[config.mk]
export PLATFORM = sky130hd
export DESIGN_NAME = one_hot_decoder_8_flat
export DESIGN_NICKNAME = d
export VERILOG_FILES = /design/src/rtl/one_hot_decoder_8_if.sv /design/src/rtl/one_hot_decoder_8.sv /design/src/flat_wrapper.sv
export SDC_FILE = /design/constraint.sdc
export NUM_CORES = 1
export LEC_CHECK = 0
export BUFFER_PORTS_ARGS = -buffer_cell sky130_fd_sc_hd__buf_2
export CAP_MARGIN = 40
export CORE_MARGIN = 5
export CORE_UTILIZATION = 48
export CTS_CLUSTER_DIAMETER = 80
export DETAILED_ROUTE_END_ITERATION = 7
export GPL_TIMING_DRIVEN = 0
export PLACE_DENSITY_LB_ADDON = 0.12
export SLEW_MARGIN = 20
export SYNTH_ARGS = -nofsm -noshare
export SYNTH_HDL_FRONTEND = slang
export SYNTH_SLANG_ARGS = --single-unit
[constraint.sdc]
create_clock -name clk -period 1.5 [get_ports clk]
set_input_delay 0 -clock clk [delete_from_list [all_inputs] [get_ports clk]]
set_output_delay 0 -clock clk [all_outputs]
set_load 0.1 [all_outputs]
[src/rtl/one_hot_decoder_8_if.sv]
// Bundle between the upstream 8:3 encoder, the one-hot decoder and its consumer.
// No latency: wires only.
// Backpressure: in_ready is the decoder's accept signal for in_valid/in_code.
interface one_hot_decoder_8_if;
   logic [2:0] in_code;
   logic       in_valid;
   logic       in_ready;
   logic [7:0] out;
   logic       out_valid;
   logic [2:0] out_index;
   logic       busy;

   // Upstream/consumer side: drives the code, observes the decode
   modport master (
      output in_code, in_valid,
      input  in_ready, out, out_valid, out_index, busy
   );

   // Decoder side
   modport slave (
      input  in_code, in_valid,
      output in_ready, out, out_valid, out_index, busy
   );
endinterface

[src/rtl/one_hot_decoder_8.sv]
// Registered 3:8 one-hot decoder; each accepted code is held HOLD_CYCLES cycles, then one zero cycle.
// Latency 1: out is visible the cycle after the accepting edge; one code per HOLD_CYCLES+2 cycles.
// Backpressure: in_ready only in IDLE; optional seen/seen_clr ports under ONE_HOT_DECODER_8_SEEN_EN.
module one_hot_decoder_8 #(
   parameter int HOLD_CYCLES = 4
) (
   input  logic                    clk,
   input  logic                    rst_n,
`ifdef ONE_HOT_DECODER_8_SEEN_EN
   output logic [7:0]              seen,
   input  logic                    seen_clr,
`endif
   one_hot_decoder_8_if.slave      bus
);

   // The hold counter is 8 bits, so only 1..255 is representable
   if (HOLD_CYCLES < 1 || HOLD_CYCLES > 255) begin : g_bad_hold
      $error("one_hot_decoder_8: HOLD_CYCLES must be in 1..255");
   end

   localparam logic [7:0] HOLD_LOAD = 8'(HOLD_CYCLES - 1);

   typedef enum logic [1:0] {IDLE, DRIVE, GAP} state_t;

   state_t     state_q, state_d;
   logic [7:0] out_q, out_d;
   logic       vld_q, vld_d;
   logic [2:0] idx_q, idx_d;
   logic [7:0] cnt_q, cnt_d;
   logic       ready;
   logic       accept;
   logic [7:0] code_hot;

   // Ready is forced low during reset even though the state already reads IDLE
   assign ready    = (state_q == IDLE) && rst_n;
   assign accept   = ready && bus.in_valid;
   assign code_hot = 8'(1) << bus.in_code;

   // Next-state and output-register logic for the IDLE/DRIVE/GAP sequence
   always_comb begin
      state_d = state_q;
      out_d   = out_q;
      vld_d   = vld_q;
      idx_d   = idx_q;
      cnt_d   = cnt_q;
      case (state_q)
         IDLE: begin
            if (accept) begin
               out_d   = code_hot;
               idx_d   = bus.in_code;
               vld_d   = 1'b1;
               cnt_d   = HOLD_LOAD;
               state_d = DRIVE;
            end
         end
         DRIVE: begin
            if (cnt_q == 8'd0) begin
               out_d   = 8'h00;
               vld_d   = 1'b0;
               state_d = GAP;
            end else begin
               cnt_d = cnt_q - 8'd1;
            end
         end
         GAP: begin
            state_d = IDLE;
         end
         default: begin
            out_d   = 8'h00;
            vld_d   = 1'b0;
            state_d = IDLE;
         end
      endcase
   end

   // State and output registers; reset drops the output immediately, discarding any in-flight code
   always_ff @(posedge clk or negedge rst_n) begin
      if (!rst_n) begin
         state_q <= IDLE;
         out_q   <= 8'h00;
         vld_q   <= 1'b0;
         idx_q   <= 3'b000;
         cnt_q   <= 8'd0;
      end else begin
         state_q <= state_d;
         out_q   <= out_d;
         vld_q   <= vld_d;
         idx_q   <= idx_d;
         cnt_q   <= cnt_d;
      end
   end

   assign bus.in_ready  = ready;
   assign bus.out       = out_q;
   assign bus.out_valid = vld_q;
   assign bus.out_index = idx_q;
   assign bus.busy      = (state_q != IDLE);

`ifdef ONE_HOT_DECODER_8_SEEN_EN
   logic [7:0] seen_q, seen_d;
   logic [7:0] seen_set;

   assign seen_set = accept ? code_hot : 8'h00;

   // Sticky record of accepted codes; a clear in the same cycle as an accept keeps only the new bit
   always_comb begin
      seen_d = seen_clr ? seen_set : (seen_q | seen_set);
   end

   // Seen register
   always_ff @(posedge clk or negedge rst_n) begin
      if (!rst_n) begin
         seen_q <= 8'h00;
      end else begin
         seen_q <= seen_d;
      end
   end

   assign seen = seen_q;
`endif

endmodule

[src/flat_wrapper.sv]
// flat-port wrapper written by rule: the top's interface ports become plain ports
module one_hot_decoder_8_flat 
#(
   parameter int HOLD_CYCLES = 4
)
  (clk, rst_n, bus_in_code, bus_in_valid, bus_in_ready, bus_out, bus_out_valid, bus_out_index, bus_busy);
  one_hot_decoder_8_if bus_i ();
  input  logic clk;
  input  logic rst_n;
  input wire logic [$bits(bus_i.in_code)-1:0] bus_in_code;
  input wire logic [$bits(bus_i.in_valid)-1:0] bus_in_valid;
  output wire logic [$bits(bus_i.in_ready)-1:0] bus_in_ready;
  output wire logic [$bits(bus_i.out)-1:0] bus_out;
  output wire logic [$bits(bus_i.out_valid)-1:0] bus_out_valid;
  output wire logic [$bits(bus_i.out_index)-1:0] bus_out_index;
  output wire logic [$bits(bus_i.busy)-1:0] bus_busy;
  assign bus_i.in_code = bus_in_code;
  assign bus_i.in_valid = bus_in_valid;
  assign bus_in_ready = bus_i.in_ready;
  assign bus_out = bus_i.out;
  assign bus_out_valid = bus_i.out_valid;
  assign bus_out_index = bus_i.out_index;
  assign bus_busy = bus_i.busy;
  one_hot_decoder_8 #(.HOLD_CYCLES(HOLD_CYCLES)) u_core (.clk(clk), .rst_n(rst_n), .bus(bus_i));
endmodule
# After elaboration in Yosys (flattened, before gate mapping)
# Cells that the tools add are included.
# Widths: inputs -> output; s select.
dict set report totals {
  reg_bits 22
  out_inout_bits 14
  elab_cells 35
  input_bits 6
}
dict set report classes {
  muxes 12
  bitwise_logic 1
  shifts 1
  n_addsub 1
  n_eq_ne 5
  n_reduce_logical 10
}
# operator n
set op_table {}
lappend op_table {{$mux 8} 4}
lappend op_table {{$pmux 8 s3} 1}
lappend op_table {{$pmux 8 s2} 1}
lappend op_table {{$logic_not 8->1} 1}
lappend op_table {{$shl 1x3->8 const A} 1}
lappend op_table {{$sub 8x1->8 const B} 1}
lappend op_table {{$reduce_and 3->1} 2}
lappend op_table {{$mux 2} 2}
lappend op_table {{$ne 2x1->1 const B} 2}
lappend op_table {{$pmux 2 s2} 1}
lappend op_table {{$reduce_and 2->1} 2}
lappend op_table {{$reduce_bool 2->1} 2}
lappend op_table {{$pmux 1 s3} 1}
lappend op_table {{$eq 2x1->1 const B} 1}
lappend op_table {{$eq 2x2->1 const B} 1}
lappend op_table {{$logic_and 1x1->1} 2}
lappend op_table {{$logic_not 2->1} 1}
lappend op_table {{$mux 1} 2}
lappend op_table {{$ne 2x2->1 const B} 1}
lappend op_table {{$not 1->1} 1}

# Depth between registers and ports, before layout
# Gate-level depths: netlist (run 1).
dict set report logic_depth {
  word_depth 5
  ltp_mapped 6
  mapped_depth_nobuf 6
}

# Worst setup path before layout (run 1)
# Ideal clock, no wire load.
dict set report synth_timing {
  path_kind {reg-to-reg}
  start {register u_core.state_q[0]}
  end {register u_core.out_q[2] (netlist: u_core.bus.out[2])}
  path_buffers 1
  setup_slack_ns -0.140
  stages_incl_launch_ff 6
  t_required_ns 1.431
  period_less_slack_ns 1.640
  arrival_time_ns 1.571
  setup_time_ns 0.069
  cell_sequence {dfrtp_1 -> buf_4 -> nor2_1 -> inv_1 -> nor3_1 -> a22o_1}
}
dict set report synth_via {
  elab_chain_len 5
  word_cells_on_any_way 10
  classes_between {eq/ne: 4; mux: 1; bitwise: 1; reduce/logical: 4}
}
# element line
set synth_lines {}
lappend synth_lines {{from (decl)} one_hot_decoder_8.sv:25} ;# state_t state_q, state_d;
lappend synth_lines {{from (signal assigned)} one_hot_decoder_8.sv:85} ;# state_q <= state_d;
lappend synth_lines {{$logic_not 2->1} {one_hot_decoder_8.sv:35, one_hot_decoder_8.sv:46}}
lappend synth_lines {{$logic_and 1x1->1} one_hot_decoder_8.sv:35} ;# assign ready = (state_q == IDLE) && rst_n;
lappend synth_lines {{$logic_and 1x1->1} one_hot_decoder_8.sv:36} ;# assign accept = ready && bus.in_valid;
lappend synth_lines {{$ne 2x1->1 (no source line)} -}
lappend synth_lines {{$reduce_and 3->1 (no source line)} -}
lappend synth_lines {{to (signal assigned)} one_hot_decoder_8.sv:86} ;# out_q <= out_d;
lappend synth_lines {{to (decl)} one_hot_decoder_8.sv:26} ;# logic [7:0] out_q, out_d;
# Several ways; a longest one is shown, not always the timed one.
# A chain may end at the register's enable or synchronous reset.

# Worst setup path after layout (run 1)
dict set report layout_timing {
  start {register u_core.cnt_q[1]}
  end {register u_core.cnt_q[7]}
}
dict set report layout_via {
  elab_chain_len 3
  word_cells_on_any_way 6
  classes_between {add/sub: 1; eq/ne: 1; mux: 2; reduce/logical: 2}
}
# element line
set layout_lines {}
lappend layout_lines {{from (decl)} one_hot_decoder_8.sv:29} ;# logic [7:0] cnt_q, cnt_d;
lappend layout_lines {{from (signal assigned)} one_hot_decoder_8.sv:89} ;# cnt_q <= cnt_d;
lappend layout_lines {{$sub 8x1->8 or $logic_not 8->1 (tied branches)} {one_hot_decoder_8.sv:62, one_hot_decoder_8.sv:57}}
lappend layout_lines {{$mux 8 or $ne 2x2->1 (tied branches)} -}
lappend layout_lines {{$pmux 8 s2 or $reduce_and 3->1 (tied branches)} -}
# Several ways; a longest one is shown, not always the timed one. The select of a mux whose other input is x is not followed.

==> metrics.cfg, run 1 <==
[cells_and_area]
drive_above_1_share_pct=48.51
diodes=0
fin_nets=143
syn2layout_area_growth_pct=42.18
final_cell_mix=22 x dfrtp_1, 18 x buf_2, 14 x nand2_1
final_common_cell=dfrtp_1

[grt]
grt_pass1_vias=867
grt_antenna_before_repair=0
grt_overflow=0
grt.total_usage_pct=16.27
grt_max_degree=23
grt_pass1_wl_um=4064

[min_path]
hold_start=bus_in_valid
hold_path_end=u_core.cnt_q[6]$_DFFE_PN0P_
whs_path_depth=4
min_path_type=input port to register

[synthesis]
synth_area_leaders=dfrtp_1 52%, nand2_1 5.7%, mux2i_1 4.7%, a32o_1 2.8%, a311oi_4 2.5%
synthesis.area_sq_um=1056
ys_seq_elements=22
synthesis.nets=102
synth.top_cell.area_share_pct=52.13
synth_area_leader_cell=dfrtp_1
yosys_warnings=0
yosysUniqueCellTypes=32
synth_cells=94
avgSynthCellArea_sq_um=11.23
ys_seq_area_share_pct=52.13

[die]
die-area_sq_um=3238
die_x_um=56.91
rows=17
initial_core_util_pct=49.16
dieHeight_um=56.91
ios=20
core_area_sq_um=2148

[worst_setup_path]
critical_path.top_delay_family=flip-flops
r2r_cells=7
crit_path_end_kind=register
arrival_ns=1.87
crit_chain=inv_2 > ha_4 > nor3b_4 > a311oi_4 > buf_6 > nand3_2 > mux2i_1
r2r-start=u_core.cnt_q[1]$_DFFE_PN0P_
reg2reg_slack_ns=-0.13
crit_buf_inv=2
slowest_stage=dfrtp_1
r2r_end=u_core.cnt_q[7]$_DFFE_PN0P_
worst-setup-path-type=register to register
crit_required_ns=1.73
worstPathMaxFanout=7
max_stage_delay_ns=0.40
start_kind=register

[sta]
fin_ws_ns=-0.1341
fmax_ghz=0.6120
hold_ws_ns=0.1652
finalMaxSlewViolations=0
worst_pin_slew_ns=0.5588
grt_setup_unrepaired=true
slew_headroom_pct=62.74
fin_crit_sh_pct=108.9
setup_viol=14
finClkSkew_ns=0.01010
min_period_ns=1.634
hold_violations=0

[outcome]
outcome=finished, violations left
violations=setup timing

[route]
drt_iter0_drc=6
finalWirelength_um=2599
wl_met3_um=114
top_layer=met4
ant_nets=0
met2_wirelength_um=1233
wl_per_cell_um=16.04
via_per_inst=5.519
vias=894
drt-met1-wl_um=1167
drt_drc_violations_left=0
drt_first_pass_iters=4

[power_and_ir_drop]
peakVddDrop_mv=1.518
total_power_uw=3416
pwr_density_cell_nw_per_um2=2275
power.leakage_uw=0.0007356

[clock_network]
clkSlewWorstSetupHoldPaths_ns=0.13
insertion_delay_ns=0.32
cts_root_buf=clkbuf_4
cts_num_sinks=22
numCtsBuffers=3
cts_tree=done
clockBufferDepth=2
htreeDepth=1

[placement]
gp_congestion=0.7365
port_buffers=19
dp_hpwl_um=1533

[flow_run]
cap_violations=0

## state kept, by name (all words and copies together) (netlist names)
signal	flops
u_core.bus.out	8
u_core.bus.out_index	3
u_core.bus.out_valid	1
u_core.cnt_q	8
u_core.state_q	2
## per-stage QoR
| stage | worst slack (ns) | utilization, % | instance area (sq um) | std cells | setup TNS [ns] |
|---|---|---|---|---|---|
| 3_5_place_dp | -0.2067 | 56.55 | 1215 | 141 | -2.333 |
| 3_3_place_gp | -0.1773 | 56.55 | 1215 | 141 | -1.693 |
| 2_1_floorplan | -0.07056 | - | 1085 | 94 | -0.2105 |
| 6_report | -0.1341 | 69.89 | 1501 | 162 | -0.7074 |
| 4_1_cts | -0.1046 | 65.35 | 1404 | 158 | -0.8914 |
| 5_1_grt | -0.2221 | 69.89 | 1501 | 162 | -2.102 |
## layer usage
metal / track usage, % / vias to the layer above
li1: - / 419
met1: 19.57 / 445
met2: 27.73 / 22
met3: 2.989 / 8
met4: 7.947 / 0
met5: 0 / -
## cells by family (layout without fill, tap and decap cells)
family                     count (synthesis)  after routing  synth area share (%)
buffers and inverters                      6             45                 2.606
adders and majority gates                  2              2                 2.369
DFF                                       22             22                 52.13
and+or+nand+nor                           41             41                 21.57
AOI/OAI and AO/OA                         18             19                 16.59
muxes                                      5              5                 4.740
## how the worst max path moves through the flow
stage                                        from                       endpoint  slack (ns)  cells after the start
floorplan           u_core.state_q[0]$_DFFE_PN0P_  u_core.bus.out[2]$_DFFE_PN0P_       -0.07                      5
global placement      u_core.cnt_q[1]$_DFFE_PN0P_    u_core.cnt_q[5]$_DFFE_PN0P_       -0.18                      6
detailed placement    u_core.cnt_q[1]$_DFFE_PN0P_    u_core.cnt_q[5]$_DFFE_PN0P_       -0.21                      6
CTS                   u_core.cnt_q[0]$_DFFE_PN0P_    u_core.cnt_q[7]$_DFFE_PN0P_       -0.10                      6
global route          u_core.cnt_q[1]$_DFFE_PN0P_    u_core.cnt_q[7]$_DFFE_PN0P_       -0.22                      7
finish                u_core.cnt_q[1]$_DFFE_PN0P_    u_core.cnt_q[7]$_DFFE_PN0P_       -0.13                      7
## power breakdown
| group | internal, uW | switching (uW) | leakage, uW | total [uW] |
|---|---|---|---|---|
| Clock | 270 | 190 | 0.0000279 | 460 |
| Combinational | 707 | 1290 | 0.000425 | 1990 |
| Sequential | 782 | 182 | 0.000283 | 963 |
## cells in the mapped netlist
library cell	number
a31o_2	1
nor4b_1	1
inv_1	4
nand3_1	3
and3_2	1
o21bai_4	1
a31oi_1	1
nor3_1	3
buf_4	1
and2_1	1
ha_1	2
dfrtp_1	22
mux2i_1	5
and4bb_2	1
nand2_1	16
a22o_1	3
buf_2	1
nor4_4	1
nand2b_1	3
o2bb2ai_1	1
and3_1	1
a22o_2	1
a21boi_2	1
a21oi_1	3
nand4bb_1	1
a21o_2	1
nor2_1	7
nor3b_2	1
nor2b_1	1
a32o_1	3
o21ai_0	1
a311oi_4	1
## timing repair
action                                  4_1_cts  5_1_grt
endpoints found under the setup margin       16       19
pin swaps                                    11        4
hold buffers                                  4        1
hold endpoints to repair                     28       22
resized for setup                             6       16
cloned                                        1        0
setup buffers                                 8        3
## final cells by class
| class | instances | area, sq um |
|---|---|---|
| clock inverters | 1 | 30.03 |
| plain buffers | 2 | 18.77 |
| clock buffers | 3 | 22.52 |
| repair buffers | 35 | 236.5 |
| fillers | 181 | 646.9 |
| flip-flops and latches | 22 | 550.5 |
| multi-input cells | 67 | 589.3 |
| inverters | 4 | 18.77 |
| well taps | 28 | 35.03 |
## tightest hold or removal path: cells and delay by family
kind,cells,cell delay [ns]
buffers and inverters,1,0.13
muxes,1,0.12
and+or+nand+nor,2,0.20
No activity file was read; power rests on OpenSTA's default activity.
==> run 2, diff against run 1 <==
CORE_MARGIN = 3   (was 5)
==> metrics.cfg, run 2 (synthesized netlist as in run 1, its figures left out) <==
[outcome]
outcome=finished, violations left
violations=setup timing

[sta]
fin_crit_sh_pct=110.3
finalMaxSlewViolations=0
tns_ns=-1.116
fin_ws_ns=-0.1539
slew_headroom_pct=65.32
finClkSkew_ns=0.003015
min_period_ns=1.654
hold_violations=0
hold_ws_ns=0.1958
fmax_ghz=0.6046
setup_viol=16
grt_setup_unrepaired=true
worst_pin_slew_ns=0.5130

[die]
core_area_sq_um=2022
rows=16
ios=20
dieHeight_um=52.91
die_x_um=52.91
initial_core_util_pct=52.23
die-area_sq_um=2799

[worst_setup_path]
reg2reg_slack_ns=-0.15
startpoint=u_core.cnt_q[5]$_DFFE_PN0P_
worstPathMaxFanout=6
r2r_end=u_core.cnt_q[6]$_DFFE_PN0P_
max_stage_delay_ns=0.47
crit_path_end_kind=register
worst-setup-path-type=register to register
crit_buf_inv=1
crit_chain=nor4_4 > buf_4 > a311oi_4 > nand3_1 > mux2i_1
slowest_stage=dfrtp_1
crit_required_ns=1.75
cp_num_cells=5
start_kind=register
r2r-start=u_core.cnt_q[5]$_DFFE_PN0P_
arrival_ns=1.90
r2r_cells=5
critical_path.top_delay_family=simple AND/OR/NAND/NOR gates
crit_end=u_core.cnt_q[6]$_DFFE_PN0P_

[route]
vias=884
via_per_inst=5.423
ant_nets=0
wl_per_cell_um=16.22
drt_first_pass_iters=4
finalWirelength_um=2644
drt_drc_violations_left=0
drt_iter0_drc=17

[cells_and_area]
post-route-cell-area_sq_um=1486
final_cell_mix=22 x dfrtp_1, 18 x buf_2, 14 x nand2_1, 14 x buf_4, 5 x mux2i_1
nFillCells=143
multiInputGateArea_sq_um=565.5
seqCellArea_sq_um=550.5
drive_above_1_share_pct=46.32
diodes=0
fin_nets=145
utilization_pct=73.51
syn2layout_area_growth_pct=40.76
final_common_cell=dfrtp_1

[grt]
grt_overflow=0
grt.total_usage_pct=21.19
grt_pass1_vias=850
grt_pass1_wl_um=4167
grt_antenna_before_repair=0
grt_max_degree=23

[clock_network]
insertion_delay_ns=0.32
clockBufferDepth=2
htreeDepth=1
cts_root_buf=clkbuf_4
numCtsBuffers=3
clkSlewWorstSetupHoldPaths_ns=0.13
cts_tree=done
cts_num_sinks=22

[placement]
dpl_cell_area_sq_um=1214
gp_congestion=0.7890
dp_hpwl_um=1455
port_buffers=19

[min_path]
min_path_type=input port to register
hold_start=bus_in_valid

[power_and_ir_drop]
pwr_density_cell_nw_per_um2=2303
peakVddDrop_mv=1.658
power.leakage_uw=0.0007395

[flow_run]
cap_violations=0

## run 2: cell types whose count changed in the layout (fill, tap and decap cells not counted), sizes merged
cell and delta:
buf +3, clkbuf -1
## run 2: what timing repair did
item	in CTS	in global routing
hold buffers	4	0
gates resized for setup	9	6
hold endpoints to repair	28	0
buffers inserted	12	1
pin swaps	10	2
setup endpoints to repair	16	19
gates cloned	1	0
## run 2: final cells by class
class	count	share of cell area (%)
inverters	4	1.263
clock inverters	1	2.020
flip-flops and latches	22	37.04
well taps	27	2.273
repair buffers	37	16.75
clock buffers	3	1.515
plain buffers	2	1.094
multi-input cells	67	38.05
## run 2: worst reg2reg max path: cells and delay by family, from the launching register on
kind	cells	cell delay, ns
AO/OA/AOI/OAI	1	0.14
buffers and inverters	1	0.20
flip-flops	1	0.47
multiplexers	1	0.21
AND/OR/NAND/NOR	2	0.57
## run 2: through the flow
stage | setup slack (ns) | cells | power [uW]
final | -0.1539 | 163 | 3423
after global routing | -0.2200 | 163 | 3606
after CTS | -0.1134 | 161 | 3308
after detailed placement | -0.1915 | 140 | 2508
after floorplan | -0.07056 | 94 | 2244
after global placement | -0.1687 | 140 | 2475
## run 2: worst min path at each step
stage / slack [ns] / end / depth (start not counted)
6_report: 0.20 / u_core.bus.out_index[0]$_DFFE_PN0P_ / 4
5_1_grt: 0.20 / u_core.cnt_q[4]$_DFFE_PN0P_ / 4
3_5_place_dp: 0.02 / u_core.state_q[0]$_DFFE_PN0P_ / 1
2_1_floorplan: -0.30 / u_core.bus.out[0]$_DFFE_PN0P_ / 0
4_1_cts: 0.18 / u_core.cnt_q[6]$_DFFE_PN0P_ / 4
3_3_place_gp: 0.008 / u_core.bus.out_valid$_DFFE_PN0P_ / 1
## run 2: metal layers
metal	wire [um]	global-route usage [%]	up-vias
met4	16	7.660	0
met1	1178	27.64	429
met5	0	0	-
li1	-	-	428
met2	1337	35.12	25
met3	111	3.662	2
## run 2: power by group
part | total, uW | internal (uW) | switching [uW]
clock | 466 | 270 | 195
sequential | 969 | 781 | 187
combinational | 1990 | 713 | 1280
total | 3420 | 1760 | 1660
==> run 3, diff against run 2 <==
RECOVER_POWER = 100   (was not set)
==> metrics.cfg, run 3 (synthesized netlist as in run 1, its figures left out) <==
[outcome]
outcome=finished, violations left
violations=setup timing

[power_and_ir_drop]
pwr_density_cell_nw_per_um2=2320
peakVddDrop_mv=1.662
power.leakage_uw=0.0007247

[worst_setup_path]
worst-setup-path-type=register to register
crit_required_ns=1.75
crit_path_end_kind=register
reg2reg_slack_ns=-0.16
worstPathMaxFanout=6
r2r_cells=5
start_kind=register
r2r_end=u_core.cnt_q[6]$_DFFE_PN0P_
arrival_ns=1.90
r2r-start=u_core.cnt_q[5]$_DFFE_PN0P_

[route]
drt_iter0_drc=21
ant_nets=0
finalWirelength_um=2698
drt_first_pass_iters=4
wl_per_cell_um=16.55
drt_drc_violations_left=0
via_per_inst=5.589
vias=911

[cells_and_area]
final_common_cell=dfrtp_1
diodes=0
nFillCells=143
fin_cells=163
syn2layout_area_growth_pct=39.93
fin_nets=145
drive_above_1_share_pct=44.85
post-route-cell-area_sq_um=1478
final_cell_mix=22 x dfrtp_1, 14 x nand2_1, 14 x buf_4

[sta]
slew_headroom_pct=51.50
hold_violations=0
hold_ws_ns=0.1956
finalMaxSlewViolations=0
worst_pin_slew_ns=0.7275
fin_crit_sh_pct=110.4
finClkSkew_ns=0.005359
fmax_ghz=0.6041
fin_ws_ns=-0.1555
grt_setup_unrepaired=true
min_period_ns=1.655
setup_viol=16

[clock_network]
cts_root_buf=clkbuf_4
cts_num_sinks=22
htreeDepth=1
cts_tree=done
clkSlewWorstSetupHoldPaths_ns=0.13
clockBufferDepth=2
numCtsBuffers=3
insertion_delay_ns=0.31

[placement]
dpl_cell_area_sq_um=1214
dp_hpwl_um=1455
place_inst=140
gp_congestion=0.7890
port_buffers=19

[die]
initial_core_util_pct=52.23
rows=16
dieHeight_um=52.91
core_area_sq_um=2022
ios=20
die-area_sq_um=2799
die_x_um=52.91

[min_path]
min_path_type=input port to register
hold_start=bus_in_valid
whs_path_depth=4
hold_path_end=u_core.bus.out_index[0]$_DFFE_PN0P_

[grt]
grt_pass1_vias=850
grt_pass1_wl_um=4167
grt_overflow=0
grt.total_usage_pct=21.19
grt_max_degree=23
grt_antenna_before_repair=0

[flow_run]
cap_violations=0

## run 3: cell count changes in the layout (fill, tap and decap cells not counted), sizes merged
| cell | delta |
|---|---|
| clkbuf | +15 |
| buf | -15 |
## run 3: how the worst max path moves through the flow
stage               depth (start not counted)                             to  slack (ns)                          start
CTS                                         7    u_core.cnt_q[1]$_DFFE_PN0P_       -0.11    u_core.cnt_q[1]$_DFFE_PN0P_
global route                                7    u_core.cnt_q[1]$_DFFE_PN0P_       -0.22    u_core.cnt_q[1]$_DFFE_PN0P_
finish                                      5    u_core.cnt_q[6]$_DFFE_PN0P_       -0.16    u_core.cnt_q[5]$_DFFE_PN0P_
global placement                            6    u_core.cnt_q[5]$_DFFE_PN0P_       -0.17    u_core.cnt_q[0]$_DFFE_PN0P_
floorplan                                   5  u_core.bus.out[2]$_DFFE_PN0P_       -0.07  u_core.state_q[0]$_DFFE_PN0P_
detailed placement                          6    u_core.cnt_q[5]$_DFFE_PN0P_       -0.19    u_core.cnt_q[0]$_DFFE_PN0P_
## run 3: report_power, final
| part | switching [uW] | total [uW] | internal [uW] |
|---|---|---|---|
| clock | 195 | 465 | 270 |
| sequential | 190 | 971 | 781 |
| combinational | 1280 | 1990 | 708 |
| total | 1670 | 3430 | 1760 |
## run 3: cell type report
type | count | area (sq um) | share of cell area, %
well taps | 27 | 33.78 | 2.286
clock buffers | 3 | 22.52 | 1.524
clock inverters | 1 | 30.03 | 2.032
inverters | 4 | 18.77 | 1.270
repair buffers | 37 | 240.2 | 16.26
flip-flops and latches | 22 | 550.5 | 37.26
plain buffers | 2 | 16.27 | 1.101
multi-input cells | 67 | 565.5 | 38.27
## run 3: layer usage
metal,track usage (%),vias up,routed length (um)
met1,27.64,445,1189
li1,-,426,-
met4,7.660,0,27
met3,3.662,5,124
met5,0,-,0
met2,35.12,35,1357
## run 3: metrics by stage
| step | utilization, % | total power [uW] | setup WS [ns] | TNS, ns |
|---|---|---|---|---|
| 5_1_grt | 73.08 | 3602 | -0.2200 | -2.180 |
| 2_1_floorplan | - | 2244 | -0.07056 | -0.2105 |
| 4_1_cts | 71.60 | 3308 | -0.1134 | -0.6317 |
| 3_5_place_dp | 60.02 | 2508 | -0.1915 | -1.975 |
| 6_report | 73.08 | 3428 | -0.1555 | -1.143 |
| 3_3_place_gp | 60.02 | 2475 | -0.1687 | -1.574 |
## run 3: timing repair
| action | CTS | global route |
|---|---|---|
| hold endpoints to repair | 28 | 0 |
| pin swaps | 10 | 2 |
| buffers inserted | 12 | 1 |
| resized for setup | 9 | 6 |
| endpoints found under the setup margin | 16 | 19 |
| cloned | 1 | 0 |
| hold buffers | 4 | 0 |
## run 3: worst max-delay path: stages, from the launching register on
cell and delay (ns):
dfrtp_1 0.47, nor4_4 0.41, buf_4 0.20, a311oi_4 0.14, nand3_1 0.16, mux2i_1 0.21
